File: src/rtl/restador_serial.sv
// Bit-serial N-bit subtractor (A - B), one full-subtractor cell plus a borrow flop.
// Optional macro RESTA_ABS_EN adds an ABS cycle that returns |A - B| with resta[N] = 0.
module restador_serial #(
    parameter int N = 5
) (
    input  logic         clk,
    input  logic         rst,
    input  logic         start,
    input  logic [N-1:0] A,
    input  logic [N-1:0] B,
    output logic         busy,
    output logic         done,
    output logic [N:0]   resta,
    output logic         bout,
    output logic         neg
);

    localparam int CW = $clog2(N + 1);

`ifdef RESTA_ABS_EN
    typedef enum logic [1:0] {S_IDLE, S_SHIFT, S_ABS, S_FIN} state_t;
`else
    typedef enum logic [1:0] {S_IDLE, S_SHIFT, S_FIN} state_t;
`endif

    state_t        r_state;
    logic [N-1:0]  r_a;
    logic [N-1:0]  r_b;
    logic [N-1:0]  r_diff;
    logic          r_borrow;
    logic [CW-1:0] r_cnt;

    logic          w_a;
    logic          w_b;
    logic          w_d;
    logic          w_bo;
    logic          w_last;
    logic [N-1:0]  w_diff_next;
    logic [N:0]    w_diff_ext;

    always_comb begin
        w_a         = r_a[0];
        w_b         = r_b[0];
        w_d         = w_a ^ w_b ^ r_borrow;
        w_bo        = (~w_a & w_b) | (~(w_a ^ w_b) & r_borrow);
        w_last      = (r_cnt == CW'(N - 1));
        // Shift through an (N+1)-bit concatenation so N=1 needs no empty slice.
        w_diff_ext  = {w_d, r_diff} >> 1;
        w_diff_next = w_diff_ext[N-1:0];
    end

`ifdef RESTA_ABS_EN
    logic [N-1:0] w_neg_diff;
    always_comb w_neg_diff = ~r_diff + N'(1);
`endif

    always_ff @(posedge clk) begin
        if (rst) begin
            r_state  <= S_IDLE;
            r_a      <= '0;
            r_b      <= '0;
            r_diff   <= '0;
            r_borrow <= 1'b0;
            r_cnt    <= '0;
            busy     <= 1'b0;
            done     <= 1'b0;
            resta    <= '0;
            bout     <= 1'b0;
            neg      <= 1'b0;
        end else begin
            case (r_state)
                S_IDLE: begin
                    if (start) begin
                        r_a      <= A;
                        r_b      <= B;
                        r_borrow <= 1'b0;
                        r_cnt    <= '0;
                        busy     <= 1'b1;
                        r_state  <= S_SHIFT;
                    end
                end
                S_SHIFT: begin
                    r_a      <= r_a >> 1;
                    r_b      <= r_b >> 1;
                    r_diff   <= w_diff_next;
                    r_borrow <= w_bo;
                    r_cnt    <= r_cnt + CW'(1);
                    if (w_last) begin
                        bout <= w_bo;
                        neg  <= w_bo;
`ifdef RESTA_ABS_EN
                        r_state <= S_ABS;
`else
                        resta   <= {w_bo, w_diff_next};
                        busy    <= 1'b0;
                        done    <= 1'b1;
                        r_state <= S_FIN;
`endif
                    end
                end
`ifdef RESTA_ABS_EN
                S_ABS: begin
                    resta   <= {1'b0, (r_borrow ? w_neg_diff : r_diff)};
                    busy    <= 1'b0;
                    done    <= 1'b1;
                    r_state <= S_FIN;
                end
`endif
                S_FIN: begin
                    done    <= 1'b0;
                    r_state <= S_IDLE;
                end
                default: r_state <= S_IDLE;
            endcase
        end
    end

endmodule

File: config.mk
export PLATFORM = sky130hd
export DESIGN_NAME = restador_serial
export DESIGN_NICKNAME = d
export VERILOG_FILES = /design/src/rtl/restador_serial.sv
export SDC_FILE = /design/constraint.sdc
export NUM_CORES = 1
export LEC_CHECK = 0
export ABC_AREA = 1
export BUFFER_PORTS_ARGS = -buffer_cell sky130_fd_sc_hd__clkbuf_2
export CAP_MARGIN = 0
export CORE_MARGIN = 2
export CORE_UTILIZATION = 48
export CTS_BUF_LIST = sky130_fd_sc_hd__clkbuf_16
export DETAILED_ROUTE_END_ITERATION = 8
export PLACE_DENSITY = 0.8
export SYNTH_ARGS = -nofsm -noshare
export SYNTH_HDL_FRONTEND = slang
export SYNTH_SLANG_ARGS = --single-unit
File: constraint.sdc
create_clock -name clk -period 1.1 [get_ports clk]
set_input_delay 0.11 -clock clk [delete_from_list [all_inputs] [get_ports clk]]
set_output_delay 0.11 -clock clk [all_outputs]
set_load 0.005 [all_outputs]
==> results_dict.tcl, run 1 <==
set metrics [dict create \
    outcome "complete, but fails checks" \
    violations "negative setup slack" \
    die_w_um 55.9 \
    ioPinCount 23 \
    drive_gt1_share_pct 34.2 \
    placementRows 18 \
    dp.cells 240 \
    num-fill-cells 206 \
    critical_path.n_buffers_inverters 1 \
    pre_cts_ws_ns -0.0937 \
    syn_area_um2 1290 \
    crit_family "adder cells" \
    grt_max_degree 21 \
    syn2layout_area_growth_pct 33.2 \
    peakVddDrop_mv 1.44 \
    antenna-diode-count 0 \
    cp-startpoint "r_borrow$_SDFFE_PP0P_" \
    ys_ff_latch 28 \
    finalPower_mw 2.56 \
    fin_skew_ns 0.00433 \
    worstHoldStart "A[4]" \
    grt_pass1_vias 1021 \
    multi_input_area_um2 638 \
    first_iter_violations 21 \
    syn_nets 201 \
    portBuffers 22 \
    dieHeight_um 55.9 \
    cp_slowest_cell "fa_2" \
    hold_viol 0 \
    final_nets 239 \
    worst-setup-path-type "reg2reg" \
    hp-class "in2reg" \
    reg2reg_from "r_borrow$_SDFFE_PP0P_" \
    cp.arrival_ns 1.32 \
    path_clk_slew_ns 0.07 \
    cap_viol_max_count 0 \
    synth_cells 185 \
    dr.pass1.iters 4 \
    slew_headroom_pct 83.2 \
    avgViaCountPerCell 4.58 \
    cts_buffer_depth 2 \
    rsz0062_at_grt "yes" \
    cts_sinks 28 \
    synth_top_area_cell "dfxtp_1" \
    finalNonFillerCells 252 \
    setup_slack_ns -0.00837 \
    yosysWarnings 0 \
    cp_cell_sequence "inv_2, fa_2, o21ai_1, nor2_1" \
    antenna_found_initial 0 \
    cp-end-kind "flop" \
    numCtsBuffers 3 \
    grt.overflow.total 0 \
    setup-violations-final 1 \
    fin_crit_sh_pct 101 \
    slew_viol_final 0 \
    worst-slew-pin-transition_ns 0.251 \
    dieArea_um2 3120 \
    insertion_delay_ns 0.26 \
    synth_top_area_share_pct 43.4 \
    fin_crit_ns 1.11 \
    gp_congestion 0.706 \
    wl_mm 2.60 \
    ys_seq_area_share_pct 43.4 \
    htree_levels 1 \
    syn_avg_cell_area_um2 6.99 \
    worstPathMaxFanout 2 \
    vias 1154 \
    p_per_area_nw_per_um2 1490 \
    fmax_ghz 0.902 \
    wl_per_cell_um 10.3 \
    start_util_pct 51.2 \
    worst_setup_path_start_kind "flop" \
    grt_use_total_pct 16.3 \
    synth_cell_types 19 \
    yosys-top-cells-area "dfxtp_1, nand2_1, nor2_1" \
    grt_pass1_wl_mm 4.18 \
    antenna_left 0 \
    fp.coreArea_um2 2520 \
    dp_hpwl_mm 1.62 \
    root_buffer "clkbuf_16" \
    drcViolationCount 0 \
    leakage_nw 0.843 \
    cts_tree "built" \
    max_stage_delay_ns 0.52 \
    ff_latch_area_um2 569 \
    critPathRequiredTime_ns 1.31 \
]
## final timing paths
check | end | slack, ns | cells after the start
worst min-delay path | r_a[4]$_SDFFE_PP0P_ | 0.1 | 3
worst min register to register | resta[0]$_SDFFE_PP0P_ | 0.44 | 2
worst max-delay path | r_diff[4]$_SDFFE_PP0P_ | -0.008 | 4
worst max register to register | r_diff[4]$_SDFFE_PP0P_ | -0.008 | 4
## placed cells by master, fill, tap and decap left out, drive strengths merged
cell type,instances
a21oi,6
buf,19
bufinv,1
clkbuf,25
dfxtp,28
fa,1
ha,2
inv,21
nand2,60
nand3,8
nor2,44
o21ai,7
## Yosys cell counts (all sizes together)
library cell	instances
fa	1
clkbuf	1
nand3	8
dfxtp	28
inv	21
o21ai	7
a21oi	6
buf	7
ha	2
nand2	60
nor2	44
## sequential cells by signal (all words and copies together), names as in the netlist
register  cells
busy          1
done          1
r_a           5
r_b           5
r_borrow      1
r_cnt         3
r_diff        4
r_state       2
resta         6
## report_power, final
group          total [mW]  internal (mW)  switching, mW
clock                1.08          0.725          0.351
combinational       0.378          0.174          0.204
sequential           1.11           1.07         0.0344
## cell families after synthesis
logic type	share of synthesized area (%)
simple gates	35.8
buf+inv	11.7
flops	43.4
compound gates	5.61
fa+ha+maj	3.48
## cell type report
| cell class | count | share of cell area (%) |
|---|---|---|
| clock inverters | 1 | 1.74 |
| well taps | 30 | 2.18 |
| flip-flops and latches | 28 | 33.1 |
| clock buffers | 3 | 4.36 |
| repair buffers | 41 | 16.9 |
| inverters | 21 | 4.72 |
| multi-input cells | 128 | 37.1 |
## per-stage QoR
step	cell area, um^2	utilization [%]	setup TNS, ns	hold WS, ns
floorplan	1290	-	0	0.274
global placement	1480	58.5	-0.551	0.376
detailed placement	1480	58.5	-0.678	0.372
global route	1720	68.3	-0.344	0.105
CTS	1620	64.2	-0.0177	0.0990
finish	1720	68.3	-0.00837	0.0981
## worst register-to-register path, cell delays in order, from the launching register on
cell	delay, ns
dfxtp_2	0.35
inv_2	0.04
fa_2	0.52
o21ai_1	0.07
nor2_1	0.08
## timing repair
item | CTS | global route
hold endpoints to repair | 0 | 0
gates resized for setup | 10 | 16
setup buffers | 1 | 7
pin swaps | 6 | 7
hold buffers | 0 | 0
endpoints found under the setup margin | 15 | 16
## metal layers
metal,wire (um),part of all wire (%),up-vias,GRT usage [%]
li1,-,-,628,-
met3,119,4.6,0,4.88
met4,0,0,0,2.38
met1,1190,46,498,20.3
met5,0,0,-,0
met2,1290,50,28,28.4
No activity file was read; power rests on OpenSTA's default activity.
==> inputs of run 2 (changes only) <==
==> config.mk (replaced) <==
export PLATFORM = sky130hd
export DESIGN_NAME = restador_serial
export DESIGN_NICKNAME = d
export VERILOG_FILES = /design/src/rtl/restador_serial.sv
export SDC_FILE = /design/constraint.sdc
export NUM_CORES = 1
export LEC_CHECK = 0
export ABC_AREA = 0
export CAP_MARGIN = 0
export CORE_MARGIN = 2
export CORE_UTILIZATION = 54
export CTS_BUF_LIST = sky130_fd_sc_hd__clkbuf_16
export DETAILED_ROUTE_END_ITERATION = 8
export DONT_BUFFER_PORTS = 1
export PLACE_DENSITY = 0.79
export SYNTH_ARGS = -nofsm -noshare
export SYNTH_HDL_FRONTEND = slang
export SYNTH_SLANG_ARGS = --single-unit
==> run 2 against run 1 <==
Compared with the run above: the flow finishes with violations (negative hold slack, negative setup slack); critical path depth is 1 higher; hold slack worse by 0.20 ns; clock skew is 0.0013 ns lower; final cell count is 39% lower; power is 14% lower; sequential share of layout area is 5.8 points higher; via count is 26% lower; non-clock buffer count is 26 lower; first-iteration DRC count is 38% lower; die area is 13% lower; area after synthesis is 3.6% lower; critical endpoint is now resta[5]$_SDFFE_PP0P_; highest routed layer is now met4.
==> results_dict.tcl, run 2 <==
set metrics [dict create \
    antenna_left 0 \
    dieHeight_um 52.0 \
    synth-xor-area-share_pct 0 \
    setup-violations-final 8 \
    synth_top_family_by_area "compound AO/OA/AOI/OAI gates" \
    grt_max_degree 23 \
    cts_sinks 28 \
    worstPathMaxFanout 8 \
    top_register "resta" \
    ys_ff_latch 28 \
    fmax_ghz 0.859 \
    syn_nets 131 \
    fp.coreArea_um2 2190 \
    wl_per_cell_um 15.4 \
    cp-end-kind "flop" \
    grt.overflow.total 0 \
    first_iter_violations 13 \
    yosys.area_share.simple_pct 13.4 \
    cts_buffer_depth 2 \
    grt_pass1_vias 831 \
    synth_top_area_cell "dfxtp_1" \
    p_per_area_nw_per_um2 1510 \
    worst-slew-pin-transition_ns 0.355 \
    slew_viol_final 0 \
    synthFlopType "dfxtp_1" \
    dp_hpwl_mm 1.44 \
    synthMuxAreaShare_pct 7.23 \
    dr.pass1.iters 3 \
    avgViaCountPerCell 5.55 \
    syn2layout_area_growth_pct 17.6 \
    tns_ns -0.412 \
    htree_levels 1 \
    cts_tree "built" \
    drcViolationCount 0 \
    synth_common_cells "dfxtp_1, nor2_1, nand2_1" \
    yosysMostFrequentCell "dfxtp_1" \
    syn_area_um2 1250 \
    yosysWarnings 0 \
    synth_compound_area_share_pct 22.4 \
    start_util_pct 56.9 \
    vias 855 \
    drive_gt1_share_pct 42.9 \
    gp_congestion 0.766 \
    final_common_cell "dfxtp_1" \
    top_regs "resta x6, r_a x5, r_b x5" \
    fin_crit_ns 1.16 \
    synth_top_area_share_pct 45.0 \
    layout_common_cells "dfxtp_1, buf_4, nor2_1" \
    wl_mm 2.37 \
    synthAdderAreaFrac_pct 3.61 \
    die_w_um 52.0 \
    leakage_nw 0.574 \
    pre_cts_ws_ns -0.138 \
    setup_slack_ns -0.0643 \
    hp-class "in2reg" \
    path_clk_slew_ns 0.07 \
    dieArea_um2 2710 \
    critPathRequiredTime_ns 1.31 \
    worst-setup-path-type "reg2reg" \
    ioPinCount 23 \
    syn_avg_cell_area_um2 10.8 \
    synth_edf_count 0 \
    final_nets 143 \
    num-fill-cells 162 \
    peakVddDrop_mv 0.848 \
    largest_reg_flops 6 \
    rsz0062_at_grt "yes" \
    antenna-diode-count 0 \
    insertion_delay_ns 0.26 \
    finalPower_mw 2.21 \
    numCtsBuffers 3 \
    fin_skew_ns 0.00299 \
    yosys-top-cells-area "dfxtp_1, a211oi_2, mux2i_1" \
    grt_use_total_pct 18.4 \
    antenna_found_initial 0 \
    grt_pass1_wl_mm 3.66 \
    worst_setup_path_start_kind "flop" \
    portBuffers 0 \
    synth_cell_types 31 \
    root_buffer "clkbuf_16" \
    slew_headroom_pct 76.3 \
    violations "negative hold slack, negative setup slack" \
    rrSetupSlack_ns -0.06 \
    hold_viol 20 \
    ys_seq_area_share_pct 45.0 \
    outcome "complete, but fails checks" \
    cap_viol_max_count 0 \
    cp.arrival_ns 1.37 \
    fin_crit_sh_pct 106 \
    synth_async_sr_flop_share_pct 0 \
    holdWs_ns -0.0969 \
    synth_cells 115 \
    placementRows 17 \
]
## run 2: changes by cell type after synthesis, moves of 3 or more
cell | previous run | this run
a211oi_2 | 0 | 8
a22o_1 | 0 | 6
nand3_1 | 8 | 1
mux2i_1 | 0 | 9
nor2_4 | 3 | 0
o21ai_0 | 6 | 0
inv_1 | 18 | 6
nor2_1 | 41 | 12
a22oi_1 | 0 | 4
inv_2 | 3 | 0
nand2_1 | 58 | 10
## run 2: power by group
group          switching (mW)  total, mW  leakage, nW  internal [mW]
Sequential             0.0355       1.10        0.231           1.06
Clock                   0.349      0.836       0.0385          0.488
Combinational           0.132      0.280        0.305          0.147
Total                   0.517       2.21        0.574           1.70
## run 2: cell families (layout without fill, tap and decap cells)
| logic type | count (synthesis) | count (layout) |
|---|---|---|
| simple gates | 31 | 31 |
| compound gates | 29 | 30 |
| flops | 28 | 28 |
| buf+inv | 15 | 25 |
| mux | 9 | 9 |
| fa+ha+maj | 3 | 3 |
## run 2: through the flow
step                      utilization, %  cell area, um^2  instances
after floorplan                        -             1260        115
after global placement              59.5             1300        146
after detailed placement            59.5             1300        146
after CTS                           64.6             1420        152
after global routing                66.9             1470        154
final                               66.9             1470        154
## run 2: layer usage
| metal | GRT usage [%] | share of wire (%) | routed length [um] |
|---|---|---|---|
| met5 | 0 | 0 | 0 |
| met3 | 2.87 | 2.8 | 66 |
| met4 | 7.89 | 0.38 | 9 |
| met1 | 23.7 | 47 | 1110 |
| met2 | 30.2 | 50 | 1190 |
## run 2: timing repair
item / CTS / global route
gates cloned: 1 / 0
setup endpoints to repair: 24 / 14
setup buffers: 1 / 2
pin swaps: 7 / 5
hold endpoints to repair: 20 / 20
gates resized for setup: 8 / 11
## run 2: final timing paths
path,from,endpoint,cells after the start
worst min-delay path,rst,r_diff[4]$_SDFFE_PP0P_,1
worst min register to register,r_diff[1]$_SDFFE_PP0P_,r_diff[1]$_SDFFE_PP0P_,2
worst max register to register,r_cnt[0]$_SDFFE_PP0P_,resta[5]$_SDFFE_PP0P_,5
worst max-delay path,r_cnt[0]$_SDFFE_PP0P_,resta[5]$_SDFFE_PP0P_,5
## run 2: final cells by class
cell class / instances / area [um^2] / share of cell area (%)
inverters: 6 / 22.5 / 1.54
flip-flops and latches: 28 / 569 / 38.9
clock buffers: 3 / 75.1 / 5.12
repair buffers: 15 / 116 / 7.94
well taps: 28 / 35.0 / 2.39
clock inverters: 1 / 3.75 / 0.256
multi-input cells: 73 / 643 / 43.9
## run 2: worst max-delay path, stage by stage, from the launching register on
cell     delay [ns]
dfxtp_2        0.33
inv_2          0.06
ha_4           0.16
nand2_4        0.05
nor3_4         0.32
a22o_1         0.18
